--- config.mk ---
export PLATFORM = sky130hd
export DESIGN_NAME = seq_magnitude_comparator
export DESIGN_NICKNAME = d
export VERILOG_FILES = /design/src/rtl/seq_magnitude_comparator.sv
export SDC_FILE = /design/constraint.sdc
export NUM_CORES = 1
export LEC_CHECK = 0
export CORE_ASPECT_RATIO = 0.8
export CORE_MARGIN = 1
export CORE_UTILIZATION = 46
export CTS_BUF_LIST = sky130_fd_sc_hd__clkbuf_16
export DETAILED_ROUTE_END_ITERATION = 10
export GPL_TIMING_DRIVEN = 1
export HOLD_SLACK_MARGIN = 0.08
export PLACE_DENSITY = 0.81
export SKIP_CTS_REPAIR_TIMING = 1
export SYNTH_ARGS = -nofsm -noshare
export SYNTH_HDL_FRONTEND = slang
export SYNTH_SLANG_ARGS = --single-unit
--- constraint.sdc ---
create_clock -name clk -period 2.05 [get_ports clk]
set_input_delay 0.5125 -clock clk [delete_from_list [all_inputs] [get_ports clk]]
set_output_delay 0.5125 -clock clk [all_outputs]
set_load 0.02 [all_outputs]
--- src/rtl/seq_magnitude_comparator.sv ---
// Bit-serial MSB-first magnitude comparator with a start/done handshake,
// optional two's-complement mode and optional early termination.
module seq_magnitude_comparator #(
    parameter int WIDTH      = 8,
    parameter bit EARLY_EXIT = 1'b1
) (
    input  logic             clk,
    input  logic             rst,
    input  logic             start,
    input  logic             signed_mode,
    input  logic [WIDTH-1:0] a,
    input  logic [WIDTH-1:0] b,
    output logic             busy,
    output logic             done,
    output logic             G,
    output logic             Eq,
    output logic             L
);

    localparam int IW = (WIDTH > 1) ? $clog2(WIDTH) : 1;
    localparam logic [IW-1:0] TOP_IDX = IW'(WIDTH - 1);

    localparam logic [1:0] S_IDLE    = 2'd0;
    localparam logic [1:0] S_COMPARE = 2'd1;
    localparam logic [1:0] S_DONE    = 2'd2;

    localparam logic [1:0] D_EQ = 2'd0;
    localparam logic [1:0] D_GT = 2'd1;
    localparam logic [1:0] D_LT = 2'd2;

    logic [1:0]       state;
    logic [WIDTH-1:0] a_q;
    logic [WIDTH-1:0] b_q;
    logic             sgn_q;
    logic [IW-1:0]    idx;
    logic             last;
    logic [1:0]       dec;
    logic             g_q;
    logic             eq_q;
    logic             l_q;

    logic       bit_a;
    logic       bit_b;
    logic       sign_pos;
    logic [1:0] bit_dec;
    logic       finish;

    // The sign bit of a two's-complement operand carries negative weight,
    // so its greater/less sense is swapped.
    always_comb begin
        bit_a    = a_q[idx];
        bit_b    = b_q[idx];
        sign_pos = sgn_q && (idx == TOP_IDX);
        bit_dec  = D_EQ;
        if (bit_a && !bit_b)
            bit_dec = sign_pos ? D_LT : D_GT;
        else if (!bit_a && bit_b)
            bit_dec = sign_pos ? D_GT : D_LT;
    end

    // The decision is registered first and acted on one edge later; index 0
    // being examined is remembered in 'last' because the index never wraps.
    assign finish = last || (EARLY_EXIT && (dec != D_EQ));

    // NOTE: sequential state uses non-blocking assignments so every register
    // samples pre-edge values; the async reset also clears the operand regs.
    always_ff @(posedge clk or posedge rst) begin
        if (rst) begin
            state <= S_IDLE;
            a_q   <= '0;
            b_q   <= '0;
            sgn_q <= 1'b0;
            idx   <= TOP_IDX;
            last  <= 1'b0;
            dec   <= D_EQ;
            g_q   <= 1'b0;
            eq_q  <= 1'b1;
            l_q   <= 1'b0;
        end else begin
            case (state)
                S_IDLE: begin
                    if (start) begin
                        a_q   <= a;
                        b_q   <= b;
                        sgn_q <= signed_mode;
                        idx   <= TOP_IDX;
                        last  <= 1'b0;
                        dec   <= D_EQ;
                        state <= S_COMPARE;
                    end
                end
                S_COMPARE: begin
                    if (finish) begin
                        state <= S_DONE;
                        g_q   <= (dec == D_GT);
                        eq_q  <= (dec == D_EQ);
                        l_q   <= (dec == D_LT);
                    end else begin
                        if (dec == D_EQ)
                            dec <= bit_dec;
                        if (idx == '0)
                            last <= 1'b1;
                        else
                            idx <= idx - 1'b1;
                    end
                end
                S_DONE: begin
                    state <= S_IDLE;
                end
                default: begin
                    state <= S_IDLE;
                end
            endcase
        end
    end

    assign busy = (state == S_COMPARE);
    assign done = (state == S_DONE);
    assign G    = g_q;
    assign Eq   = eq_q;
    assign L    = l_q;

endmodule
# Word-level counts from Yosys, hierarchy flattened
# Cells that the tools add are included.
# Widths: inputs -> output; s select.
# classes
reduce_logical,17
n_mux,23
eq_ne,11
add_sub_neg,1
order_cmp,1
# ops
cell,count
$mux 2,9
$reduce_and 4->1,3
$mux 3,3
$pmux 2 s2,2
$bmux 1 s3,2
$ne 2x1->1 const B,3
$ne 2x2->1 const B,3
$pmux 3 s2,1
$reduce_and 2->1,3
$mux 1,5
$eq 2x1->1 const B,2
$eq 2x2->1 const B,2
$logic_not 2->1,2
$lt 3x4->1 const B,1
$reduce_bool 2->1,2
$eq 3x3->1 const B,1
$logic_and 1x1->1,3
$logic_not 3->1,1
$sub 3x1->3 const B,1
$logic_not 1->1,2
$pmux 1 s2,1
$logic_or 1x1->1,1
# word_totals
wordCells,63
ff_bits,28
input_bits,20

# Logic depth before layout (Yosys ltp)
# Gate-level depths: netlist (run 1).
# logic_depth
word_depth,9
ltp_mapped,6
ltp_nobuf,5

# Worst setup path after synthesis (run 1)
# No wires, ideal clock.
# synth_path
kind,flip-flop to flip-flop
start,register idx[0]
end,register dec[1]
required_ns,1.964
setup_ns,0.086
arrival_time_ns,1.815
setup_slack_ns,0.149
stages_incl_launch_ff,6
synth_period_minus_slack_ns,1.901
cell_sequence,dfstp_2 buf_6 mux4_1 mux2_2 or2_4 o221ai_2
# synth_between
elab_chain_cells,9
# synth_lines
element,line_no,source
start: declaration,35,logic [IW-1:0] idx;
start signal: assignment,104,idx <= idx - 1'b1;
$bmux 1 s3,51,bit_a = a_q[idx];
$mux 1 (not written as such),51,
$logic_not 1->1,57,else if (!bit_a && bit_b)
$logic_and 1x1->1,57,
$mux 2,57,
$mux 2 (*),55,if (bit_a && !bit_b)
$mux 2 (*),99,if (dec == D_EQ)
$mux 2 (*),93,if (finish) begin
$pmux 2 s2 (*),80,case (state)
end signal: assignment,100,dec <= bit_dec;
end: declaration,37,logic [1:0] dec;
# Mark *: on every way between the ends. The rest lies on a longest branch, timed or not. The select of a mux whose other input is x is not followed.
# A chain may end at the register's enable or synchronous reset.

# Worst setup path in the final report (run 1)
# Ends and elaborated chain as after synthesis.

==> impl_metrics.xml, run 1 <==
<?xml version="1.0" encoding="UTF-8"?>
<metrics>
  <group name="drt">
    <metric name="antenna_left" unit="">0</metric>
    <metric name="post_drt_wl_per_cell" unit="um">13.0</metric>
    <metric name="dr.pass1.iters" unit="">4</metric>
    <metric name="route.vias.total" unit="">1027</metric>
    <metric name="drc" unit="">0</metric>
    <metric name="routed_wirelength" unit="mm">2.66</metric>
    <metric name="drt_iter0_markers" unit="">54</metric>
    <metric name="via_per_inst" unit="">5.01</metric>
  </group>
  <group name="yosys">
    <metric name="synthDistinctLibCells" unit="">29</metric>
    <metric name="synth_compound_area_share" unit="%">6.54</metric>
    <metric name="postSynthNetCount" unit="">162</metric>
    <metric name="synth.largest_area_cell" unit="">dfrtp_1</metric>
    <metric name="syn_inst" unit="">139</metric>
    <metric name="yosys.area_share.simple" unit="%">24.7</metric>
    <metric name="synth.area.mux_share" unit="%">9.91</metric>
    <metric name="netlist_top_cells_area" unit="">dfrtp_1 (45%), nand2_1 (16%), dfstp_2 (7.9%)</metric>
    <metric name="adder_cell_share_of_the_synthesized_area" unit="%">2.80</metric>
    <metric name="yosys_reg_bits" unit="">28</metric>
    <metric name="mappedNetlistArea" unit="sq um">1340</metric>
    <metric name="synth_top_area_share" unit="%">44.9</metric>
    <metric name="postSynthAreaPerCell" unit="sq um">9.63</metric>
    <metric name="yosys.area_share.xor_xnor" unit="%">0</metric>
    <metric name="synth-warning-count" unit="">0</metric>
    <metric name="synth.yosys.seq_area_share" unit="%">52.7</metric>
    <metric name="synth_top_family_by_area" unit="">simple AND/OR/NAND/NOR gates</metric>
  </group>
  <group name="critical_path">
    <metric name="cp.buffers_inverters" unit="">0</metric>
    <metric name="critPathRequiredTime" unit="ns">2.22</metric>
    <metric name="worst_ep_arrival_time" unit="ns">2.17</metric>
    <metric name="crit_fanout" unit="">5</metric>
    <metric name="cp_launch_type" unit="">flop</metric>
    <metric name="largest_delay_share_family_worst_path" unit="">multiplexers</metric>
    <metric name="end_kind" unit="">flop</metric>
    <metric name="worst-setup-path-type" unit="">flop to flop</metric>
    <metric name="critPathMaxStageDelay" unit="ns">0.59</metric>
    <metric name="worst_path_max_delay_cell" unit="">dfstp_2</metric>
    <metric name="path_cells" unit="">mux4_1, mux2_2, or2_4, o221ai_2</metric>
  </group>
  <group name="grt">
    <metric name="grt_first_pass_wirelength" unit="mm">4.73</metric>
    <metric name="grt-ovfl-total" unit="">0</metric>
    <metric name="global_route.usage.total" unit="%">19.5</metric>
    <metric name="first_global_vias" unit="">1066</metric>
    <metric name="antenna_found_initial" unit="">0</metric>
    <metric name="largest_net_degree_at_the_start_of_global_routing" unit="">29</metric>
  </group>
  <group name="final_layout">
    <metric name="layout_commonest_cell" unit="">nand2_1</metric>
    <metric name="diodes" unit="">0</metric>
    <metric name="nets" unit="">191</metric>
    <metric name="layout.cell_area.non_filler" unit="sq um">1750</metric>
    <metric name="mostFrequentLayoutCells" unit="">nand2_1 (58), dfrtp_1 (24), clkdlybuf4s50_1 (23)</metric>
    <metric name="drive_above_1_share" unit="%">11.4</metric>
    <metric name="filler_cell_count" unit="">251</metric>
    <metric name="fin_util" unit="%">63.1</metric>
    <metric name="multi_input_logic_area" unit="sq um">588</metric>
    <metric name="syn_to_final_growth" unit="%">30.4</metric>
    <metric name="fin_cells" unit="">205</metric>
    <metric name="sequential_cell_area" unit="sq um">706</metric>
  </group>
  <group name="power_and_ir_drop">
    <metric name="static-leakage-power" unit="nW">0.874</metric>
    <metric name="maximum_vdd_drop" unit="uV">612</metric>
    <metric name="power-per-cell-area" unit="nW/um^2">1460</metric>
  </group>
  <group name="cts">
    <metric name="clock_path_buffers" unit="">2</metric>
    <metric name="clock_insertion_delay_worst_skew" unit="ns">0.26</metric>
    <metric name="cts_tree" unit="">built</metric>
    <metric name="cts-buffers-inserted" unit="">3</metric>
    <metric name="root_buffer_master" unit="">clkbuf_16</metric>
    <metric name="tritoncts_num_sinks" unit="">28</metric>
    <metric name="clock_tree.htree_level_count" unit="">1</metric>
    <metric name="clock_pin_slew_on_the_worst_setup_and_hold_paths" unit="ns">0.07</metric>
  </group>
  <group name="placement">
    <metric name="placed_cells_incl_taps" unit="">200</metric>
    <metric name="post_dp_cell_area" unit="sq um">1630</metric>
    <metric name="dp_hpwl" unit="mm">1.87</metric>
    <metric name="placement.setup.worst_slack" unit="ns">0.0642</metric>
    <metric name="port_buffers" unit="">24</metric>
    <metric name="routability_congestion_estimate" unit="">0.829</metric>
  </group>
  <group name="timing">
    <metric name="final.period_utilization" unit="%">97.4</metric>
    <metric name="timing_worst_slew_pin_value" unit="ns">0.351</metric>
    <metric name="achievable-frequency" unit="MHz">501</metric>
    <metric name="layout_setup_ws" unit="ns">0.0527</metric>
    <metric name="finClkSkew" unit="ns">0.00657</metric>
    <metric name="final_hold_viol_count" unit="">0</metric>
    <metric name="setup_repair_after_global_routing_missed_its_margin" unit="">no</metric>
    <metric name="final.min_clock_period" unit="ns">2.00</metric>
    <metric name="maxSlewHeadroom" unit="%">76.6</metric>
    <metric name="setup_viol" unit="">0</metric>
    <metric name="max_transition_viols_final" unit="">0</metric>
  </group>
  <group name="floorplan">
    <metric name="initial_core_util" unit="%">48.4</metric>
    <metric name="std_cell_rows" unit="">17</metric>
    <metric name="core-area" unit="sq um">2770</metric>
    <metric name="fp.dieW" unit="um">62.3</metric>
    <metric name="design.portCount" unit="">25</metric>
    <metric name="design.die.area" unit="sq um">3130</metric>
    <metric name="fp.dieH" unit="um">50.3</metric>
  </group>
  <group name="outcome">
    <metric name="outcome" unit="">finished, final reports clean</metric>
  </group>
  <group name="run">
    <metric name="maxCapViolCount" unit="">0</metric>
  </group>
  <group name="min_path">
    <metric name="hold_class" unit="">flop to flop</metric>
  </group>
</metrics>
[cell families after synthesis]
| kind of cell | count (synthesis) |
|---|---|
| flip-flops | 28 |
| adder cells (fa/ha/maj) | 3 |
| buffers and inverters | 10 |
| AND/OR/NAND/NOR | 78 |
| AO/OA/AOI/OAI | 13 |
| multiplexers | 7 |
[registers in the layout, summed over array words and instances, names as in the netlist, 2 cells and up]
name and flops:
state 2, b_q 8, a_q 8, idx 3
dec 2
[synth_stat cells (all sizes together)]
cell	count
o21ai	3
a21oi	4
nand2	58
inv	5
buf	1
dfrtp	24
nand3	2
o221ai	2
mux2	1
nor2	7
mux2i	2
and2	2
nor3b	1
a31oi	2
and3	1
a21o	1
nand2b	1
clkbuf	4
a41oi	1
mux4	4
nor2b	3
dfstp	4
nand4	1
or2	1
ha	3
nor3	1
[tightest hold or removal path, stage by stage (launching register included)]
cell	delay (ns)
dfrtp_1	0.34
nand2_1	0.05
nand2_1	0.05
[metrics by stage]
| stage | hold slack (ns) | power [W] | TNS (ns) |
|---|---|---|---|
| 5_1_grt | 0.489 | 0.00273 | 0 |
| 4_1_cts | 0.475 | 0.00256 | -0.0810 |
| 3_5_place_dp | 0.459 | 0.00197 | 0 |
| 2_1_floorplan | 0.437 | 0.00166 | 0 |
| 3_3_place_gp | 0.453 | 0.00191 | 0 |
| 6_report | 0.469 | 0.00254 | 0 |
[cell type report]
type                            instances  area share, %
Sequential cell                        28           40.4
Tap cell                               38           2.72
Multi-Input combinational cell        101           33.7
Clock inverter                          1           1.72
Clock buffer                            3           4.30
Inverter                                5           1.08
Timing Repair Buffer                   29           16.1
[path summary, 6_finish.rpt]
path | slack, ns | from | to | cells past startpoint
worst max-delay path | 0.05 | idx[0] | dec[1] | 4
worst min-delay path | 0.47 | a_q[3] | a_q[3] | 2
worst max register to register | 0.05 | idx[0] | dec[1] | 4
worst min register to register | 0.47 | a_q[3] | a_q[3] | 2
max in group asynchronous | 1.14 | rst | idx[2] | 3
min in group asynchronous | 0.61 | rst | a_q[4] | 3
[where the power goes]
group          total (W)  internal (W)  switching [W]  leakage [nW]
clock network   0.000564      0.000388       0.000176        0.0511
logic            0.00101      0.000483       0.000529         0.486
registers       0.000964      0.000799       0.000165         0.337
[per-layer routing]
| layer | up-vias | global-route usage, % | wire length, um |
|---|---|---|---|
| met5 | - | 0 | 0 |
| met4 | 0 | 5.04 | 43 |
| met3 | 4 | 4.32 | 97 |
| met2 | 30 | 36.6 | 1340 |
| met1 | 481 | 22.6 | 1180 |
| li1 | 512 | - | - |
No activity file was read; power rests on OpenSTA's default activity.
==> run 2: changes to the inputs <==
- PLACE_DENSITY: 0.81 -> 0.72
- SKIP_LAST_GASP: default -> 1
==> impl_metrics.xml, run 2 (synthesized netlist as in run 1, its figures left out) <==
<?xml version="1.0" encoding="UTF-8"?>
<metrics>
  <group name="critical_path">
    <metric name="ff2ff_setup_slack" unit="ns">0.10</metric>
    <metric name="worst_ep_arrival_time" unit="ns">2.13</metric>
    <metric name="worst_path_max_delay_cell" unit="">dfstp_2</metric>
    <metric name="critPathMaxStageDelay" unit="ns">0.61</metric>
    <metric name="crit_fanout" unit="">6</metric>
    <metric name="path_cells" unit="">mux4_1, mux2_2, or2_4, o221ai_2</metric>
    <metric name="timing.reg2reg.worst_path_depth" unit="">4</metric>
    <metric name="cp-endpoint" unit="">dec[1]</metric>
    <metric name="critPathRequiredTime" unit="ns">2.23</metric>
    <metric name="worst-setup-path-type" unit="">flop to flop</metric>
    <metric name="cp_launch_type" unit="">flop</metric>
    <metric name="r2r-start" unit="">idx[0]</metric>
    <metric name="r2r-end" unit="">dec[1]</metric>
    <metric name="end_kind" unit="">flop</metric>
    <metric name="critical_path.startpoint" unit="">idx[0]</metric>
  </group>
  <group name="timing">
    <metric name="finClkSkew" unit="ns">0.00481</metric>
    <metric name="setup_repair_after_global_routing_missed_its_margin" unit="">no</metric>
    <metric name="achievable-frequency" unit="MHz">514</metric>
    <metric name="layout_setup_ws" unit="ns">0.103</metric>
    <metric name="setup_viol" unit="">0</metric>
    <metric name="maxSlewHeadroom" unit="%">76.9</metric>
    <metric name="max_transition_viols_final" unit="">0</metric>
    <metric name="final.period_utilization" unit="%">95.0</metric>
    <metric name="timing_worst_slew_pin_value" unit="ns">0.347</metric>
    <metric name="final_hold_viol_count" unit="">0</metric>
    <metric name="final.min_clock_period" unit="ns">1.95</metric>
    <metric name="setup-tns-final" unit="ns">0</metric>
  </group>
  <group name="floorplan">
    <metric name="design.portCount" unit="">25</metric>
    <metric name="fp.dieH" unit="um">50.3</metric>
    <metric name="initial_core_util" unit="%">48.4</metric>
    <metric name="core-area" unit="sq um">2770</metric>
    <metric name="std_cell_rows" unit="">17</metric>
    <metric name="design.die.area" unit="sq um">3130</metric>
    <metric name="fp.dieW" unit="um">62.3</metric>
  </group>
  <group name="final_layout">
    <metric name="layout_commonest_cell" unit="">nand2_1</metric>
    <metric name="nets" unit="">190</metric>
    <metric name="sequential_cell_area" unit="sq um">706</metric>
    <metric name="drive_above_1_share" unit="%">10.2</metric>
    <metric name="diodes" unit="">0</metric>
    <metric name="fin_util" unit="%">61.9</metric>
    <metric name="syn_to_final_growth" unit="%">27.9</metric>
    <metric name="top_regs" unit="">a_q: 8 flops, b_q: 8 flops, idx: 3 flops</metric>
    <metric name="layout.cell_area.non_filler" unit="sq um">1710</metric>
    <metric name="fin_cells" unit="">204</metric>
    <metric name="mostFrequentLayoutCells" unit="">nand2_1 (58), dfrtp_1 (24), clkdlybuf4s50_1 (23)</metric>
    <metric name="multi_input_logic_area" unit="sq um">588</metric>
    <metric name="filler_cell_count" unit="">246</metric>
  </group>
  <group name="drt">
    <metric name="dr.pass1.iters" unit="">4</metric>
    <metric name="drc" unit="">0</metric>
    <metric name="via_per_inst" unit="">5.00</metric>
    <metric name="antenna_left" unit="">0</metric>
    <metric name="post_drt_wl_per_cell" unit="um">12.0</metric>
    <metric name="route.vias.total" unit="">1021</metric>
    <metric name="drt_iter0_markers" unit="">21</metric>
    <metric name="routed_wirelength" unit="mm">2.45</metric>
  </group>
  <group name="grt">
    <metric name="first_global_vias" unit="">929</metric>
    <metric name="largest_net_degree_at_the_start_of_global_routing" unit="">29</metric>
    <metric name="global_route.usage.total" unit="%">17.9</metric>
    <metric name="grt-ovfl-total" unit="">0</metric>
    <metric name="grt_first_pass_wirelength" unit="mm">4.19</metric>
    <metric name="antenna_found_initial" unit="">0</metric>
  </group>
  <group name="power_and_ir_drop">
    <metric name="maximum_vdd_drop" unit="uV">586</metric>
    <metric name="static-leakage-power" unit="nW">0.860</metric>
    <metric name="power-per-cell-area" unit="nW/um^2">1390</metric>
  </group>
  <group name="placement">
    <metric name="dp_hpwl" unit="mm">1.76</metric>
    <metric name="port_buffers" unit="">24</metric>
    <metric name="routability_congestion_estimate" unit="">0.771</metric>
    <metric name="placement.setup.worst_slack" unit="ns">0.100</metric>
    <metric name="post_dp_cell_area" unit="sq um">1630</metric>
    <metric name="placed_cells_incl_taps" unit="">200</metric>
  </group>
  <group name="cts">
    <metric name="clock_tree.htree_level_count" unit="">1</metric>
    <metric name="clock_pin_slew_on_the_worst_setup_and_hold_paths" unit="ns">0.07</metric>
    <metric name="root_buffer_master" unit="">clkbuf_16</metric>
    <metric name="tritoncts_num_sinks" unit="">28</metric>
    <metric name="clock_path_buffers" unit="">2</metric>
    <metric name="cts-buffers-inserted" unit="">3</metric>
    <metric name="cts_tree" unit="">built</metric>
    <metric name="clock_insertion_delay_worst_skew" unit="ns">0.26</metric>
  </group>
  <group name="outcome">
    <metric name="outcome" unit="">finished, final reports clean</metric>
  </group>
  <group name="min_path">
    <metric name="min_from" unit="">a_q[7]</metric>
    <metric name="hold_class" unit="">flop to flop</metric>
  </group>
  <group name="run">
    <metric name="maxCapViolCount" unit="">0</metric>
  </group>
</metrics>
-- run 2: changes by cell type in the layout (fill, tap and decap cells not counted), sizes merged --
cell	before	now
buf	5	4
bufinv	1	0
inv	5	6
-- run 2: metal layers --
| metal | vias to the layer above | global-route usage [%] | part of all wire (%) |
|---|---|---|---|
| met5 | - | 0 | 0 |
| met4 | 0 | 9.69 | 1.9 |
| met3 | 5 | 3.86 | 3.7 |
| met2 | 20 | 27.7 | 45 |
| met1 | 481 | 24.0 | 50 |
| li1 | 515 | - | - |
-- run 2: final cells by class --
type | instances | share of cell area (%)
clock buffer | 3 | 4.39
sequential | 28 | 41.2
tap | 38 | 2.78
timing repair buffer | 28 | 15.9
multi-input combinational | 101 | 34.4
clock inverter | 1 | 0.219
inverter | 5 | 1.10
-- run 2: per-stage QoR --
stage               total power [W]  hold slack, ns
finish                      0.00238           0.469
global route                0.00257           0.504
CTS                         0.00241           0.476
detailed placement          0.00196           0.459
global placement            0.00192           0.459
floorplan                   0.00166           0.437
-- run 2: worst min-delay path by stage --
stage	end	slack, ns	depth (start not counted)
after floorplan	a_q[1]	0.44	2
after CTS	a_q[2]	0.48	2
after global routing	b_q[7]	0.50	2
after global placement	b_q[2]	0.46	2
final	a_q[7]	0.47	2
after detailed placement	a_q[7]	0.46	2
-- run 2: report_power, final --
group	total [W]	internal [W]	switching [W]	leakage, nW
Combinational	0.000973	0.000474	0.000499	0.481
Clock	0.000441	0.000261	0.000179	0.0423
Sequential	0.000971	0.000799	0.000171	0.337
-- run 2: worst max-delay path, delay by kind of cell (launching register included) --
family | cells | cell delay, ns
multiplexers | 2 | 0.86
AND/OR/NAND/NOR | 1 | 0.24
AO/OA/AOI/OAI | 1 | 0.17
flip-flops | 1 | 0.61
==> run 3: changes to the inputs <==
- ABC_AREA: default -> 1
- PLACE_DENSITY: 0.72 -> 0.71
==> impl_metrics.xml, run 3 <==
<?xml version="1.0" encoding="UTF-8"?>
<metrics>
  <group name="grt">
    <metric name="grt_util_met1" unit="%">25.2</metric>
    <metric name="gr-max-usage-layer" unit="">met2</metric>
    <metric name="antenna_found_initial" unit="">0</metric>
    <metric name="grt-ovfl-total" unit="">0</metric>
    <metric name="grt_first_pass_wirelength" unit="mm">4.93</metric>
    <metric name="global_route.usage.total" unit="%">20.0</metric>
    <metric name="gr-usage-met2" unit="%">33.3</metric>
    <metric name="first_global_vias" unit="">1173</metric>
    <metric name="largest_net_degree_at_the_start_of_global_routing" unit="">30</metric>
    <metric name="gr-usage-met3" unit="%">5.04</metric>
  </group>
  <group name="drt">
    <metric name="routed_wirelength" unit="mm">2.84</metric>
    <metric name="route.vias.total" unit="">1177</metric>
    <metric name="dr.pass1.iters" unit="">4</metric>
    <metric name="post_drt_wl_per_cell" unit="um">11.7</metric>
    <metric name="drt_iter0_markers" unit="">79</metric>
    <metric name="via_per_inst" unit="">4.82</metric>
    <metric name="drc" unit="">0</metric>
    <metric name="antenna_left" unit="">0</metric>
  </group>
  <group name="floorplan">
    <metric name="design.die.area" unit="sq um">3290</metric>
    <metric name="initial_core_util" unit="%">49.9</metric>
    <metric name="core-area" unit="sq um">2830</metric>
    <metric name="std_cell_rows" unit="">17</metric>
    <metric name="design.portCount" unit="">25</metric>
    <metric name="fp.dieW" unit="um">63.9</metric>
    <metric name="fp.dieH" unit="um">51.5</metric>
  </group>
  <group name="critical_path">
    <metric name="r2r-end" unit="">idx[2]</metric>
    <metric name="worst_path_max_delay_cell" unit="">clkdlybuf4s50_1</metric>
    <metric name="path_cells" unit="">clkdlybuf4s50_1</metric>
    <metric name="timing.reg2reg.worst_path_depth" unit="">7</metric>
    <metric name="largest_delay_share_family_worst_path" unit="">buffers and inverters</metric>
    <metric name="crit_fanout" unit="">2</metric>
    <metric name="end_kind" unit="">primary output</metric>
    <metric name="critPathRequiredTime" unit="ns">1.54</metric>
    <metric name="cp.buffers_inverters" unit="">1</metric>
    <metric name="r2r-start" unit="">idx[0]</metric>
    <metric name="worst_ep_arrival_time" unit="ns">1.39</metric>
    <metric name="ff2ff_setup_slack" unit="ns">0.51</metric>
    <metric name="worst-setup-path-type" unit="">flop to primary output</metric>
    <metric name="critPathMaxStageDelay" unit="ns">0.59</metric>
    <metric name="cp_launch_type" unit="">flop</metric>
  </group>
  <group name="yosys">
    <metric name="yosys_reg_bits" unit="">28</metric>
    <metric name="mappedNetlistArea" unit="sq um">1410</metric>
    <metric name="synth_top_area_share" unit="%">42.6</metric>
    <metric name="synth.yosys.seq_area_share" unit="%">50.0</metric>
    <metric name="synthTopCellsByCount" unit="">nand2_1 (67), inv_1 (26), dfrtp_1 (24), o21ai_0 (20), nand3_1 (14)</metric>
    <metric name="synth-edff-count" unit="">0</metric>
    <metric name="synthDistinctLibCells" unit="">20</metric>
    <metric name="synth-warning-count" unit="">0</metric>
    <metric name="synth.largest_area_cell" unit="">dfrtp_1</metric>
    <metric name="postSynthAreaPerCell" unit="sq um">7.80</metric>
    <metric name="yosysMostFrequentCell" unit="">nand2_1</metric>
    <metric name="syn_inst" unit="">181</metric>
    <metric name="ys_async_sr_fraction" unit="%">100</metric>
    <metric name="synth_ff_type" unit="">dfrtp_1</metric>
    <metric name="netlist_top_cells_area" unit="">dfrtp_1 (43%), nand2_1 (18%), dfstp_2 (7.4%)</metric>
    <metric name="postSynthNetCount" unit="">204</metric>
  </group>
  <group name="timing">
    <metric name="finClkSkew" unit="ns">0.00494</metric>
    <metric name="final.min_clock_period" unit="ns">1.91</metric>
    <metric name="final.period_utilization" unit="%">93.0</metric>
    <metric name="timing_worst_slew_pin_value" unit="ns">0.346</metric>
    <metric name="achievable-frequency" unit="MHz">525</metric>
    <metric name="max_transition_viols_final" unit="">0</metric>
    <metric name="setup_repair_after_global_routing_missed_its_margin" unit="">no</metric>
    <metric name="setup_viol" unit="">0</metric>
    <metric name="final_hold_viol_count" unit="">0</metric>
    <metric name="setup-tns-final" unit="ns">0</metric>
    <metric name="hold-worst-slack" unit="ns">0.473</metric>
    <metric name="maxSlewHeadroom" unit="%">76.9</metric>
  </group>
  <group name="final_layout">
    <metric name="sequential_cell_area" unit="sq um">706</metric>
    <metric name="layout_commonest_cell" unit="">nand2_1</metric>
    <metric name="fin_util" unit="%">63.7</metric>
    <metric name="multi_input_logic_area" unit="sq um">559</metric>
    <metric name="diodes" unit="">0</metric>
    <metric name="filler_cell_count" unit="">246</metric>
    <metric name="top_regs" unit="">a_q: 8 flops, b_q: 8 flops, idx: 3 flops</metric>
    <metric name="syn_to_final_growth" unit="%">27.7</metric>
    <metric name="fin_cells" unit="">244</metric>
    <metric name="mostFrequentLayoutCells" unit="">nand2_1 (67), inv_1 (26), dfrtp_1 (24)</metric>
    <metric name="drive_above_1_share" unit="%">8.74</metric>
    <metric name="nets" unit="">230</metric>
  </group>
  <group name="min_path">
    <metric name="whs_path_depth" unit="">2</metric>
    <metric name="min_from" unit="">Eq</metric>
    <metric name="hold_class" unit="">flop to flop</metric>
    <metric name="whs_endpoint" unit="">Eq</metric>
  </group>
  <group name="cts">
    <metric name="clock_path_buffers" unit="">2</metric>
    <metric name="clock_tree.htree_level_count" unit="">1</metric>
    <metric name="cts-buffers-inserted" unit="">3</metric>
    <metric name="clock_insertion_delay_worst_skew" unit="ns">0.26</metric>
    <metric name="clock_pin_slew_on_the_worst_setup_and_hold_paths" unit="ns">0.07</metric>
    <metric name="cts_tree" unit="">built</metric>
    <metric name="tritoncts_num_sinks" unit="">28</metric>
    <metric name="root_buffer_master" unit="">clkbuf_16</metric>
  </group>
  <group name="run">
    <metric name="maxCapViolCount" unit="">0</metric>
  </group>
  <group name="power_and_ir_drop">
    <metric name="static-leakage-power" unit="nW">0.931</metric>
    <metric name="power-per-cell-area" unit="nW/um^2">1580</metric>
    <metric name="maximum_vdd_drop" unit="uV">997</metric>
  </group>
  <group name="placement">
    <metric name="port_buffers" unit="">24</metric>
    <metric name="routability_congestion_estimate" unit="">0.818</metric>
    <metric name="dp_hpwl" unit="mm">2.00</metric>
    <metric name="placed_cells_incl_taps" unit="">240</metric>
  </group>
  <group name="outcome">
    <metric name="outcome" unit="">finished, final reports clean</metric>
  </group>
</metrics>
==> run 3: cell types whose count changed after synthesis, moves of 3 or more <==
cell,previous run,this run
nor2b_1,3,0
nand3_1,2,14
a21oi_1,4,0
o21ai_0,3,20
inv_1,4,26
mux4_1,3,0
nand2_2,0,3
nand2_1,58,67
==> run 3: kinds of logic (layout without fill, tap and decap cells) <==
logic type                 Yosys count  count (layout)  share of synthesized area (%)
and+or+nand+nor                     92              92                           27.7
buffers and inverters               34              59                           10.4
DFF                                 28              28                           50.0
AOI/OAI and AO/OA                   23              23                           8.69
adders and majority gates            3               3                           2.66
xor gates and xnor gates             1               1                          0.621
==> run 3: worst max-delay path by stage <==
stage	end	cells after the start	start	slack (ns)
2_1_floorplan	idx[1]	9	idx[0]	0.60
3_3_place_gp	busy	4	state[1]	0.34
3_5_place_dp	a_q[4]	6	start	0.29
4_1_cts	busy	4	state[1]	0.04
5_1_grt	Eq	1	Eq	0.12
6_report	Eq	1	Eq	0.14
==> run 3: cell type report <==
| cell class | instances | share of cell area [%] |
|---|---|---|
| Multi-Input combinational cell | 119 | 31.0 |
| Clock buffer | 3 | 4.16 |
| Clock inverter | 1 | 1.67 |
| Inverter | 28 | 5.97 |
| Tap cell | 38 | 2.64 |
| Timing Repair Buffer | 27 | 15.4 |
| Sequential cell | 28 | 39.1 |
==> run 3: routing by layer <==
layer  share of wire (%)  routed length, um
met5                   0                  0
met4                 1.2                 35
met1                  45               1290
met2                  47               1330
met3                 6.4                183
==> run 3: stage by stage <==
step,setup WS (ns),cell area (sq um),power (W)
after floorplan,0.595,1410,0.00192
after global placement,0.337,1700,0.00221
after detailed placement,0.293,1700,0.00226
after CTS,0.0439,1800,0.00286
after global routing,0.117,1800,0.00310
final,0.143,1800,0.00285
==> run 3: where the power goes <==
| group | leakage [nW] | switching [W] | internal, W | total [W] |
|---|---|---|---|---|
| clock network | 0.0511 | 0.000186 | 0.000389 | 0.000575 |
| logic | 0.537 | 0.000802 | 0.000489 | 0.00129 |
| registers | 0.343 | 0.000148 | 0.000835 | 0.000983 |
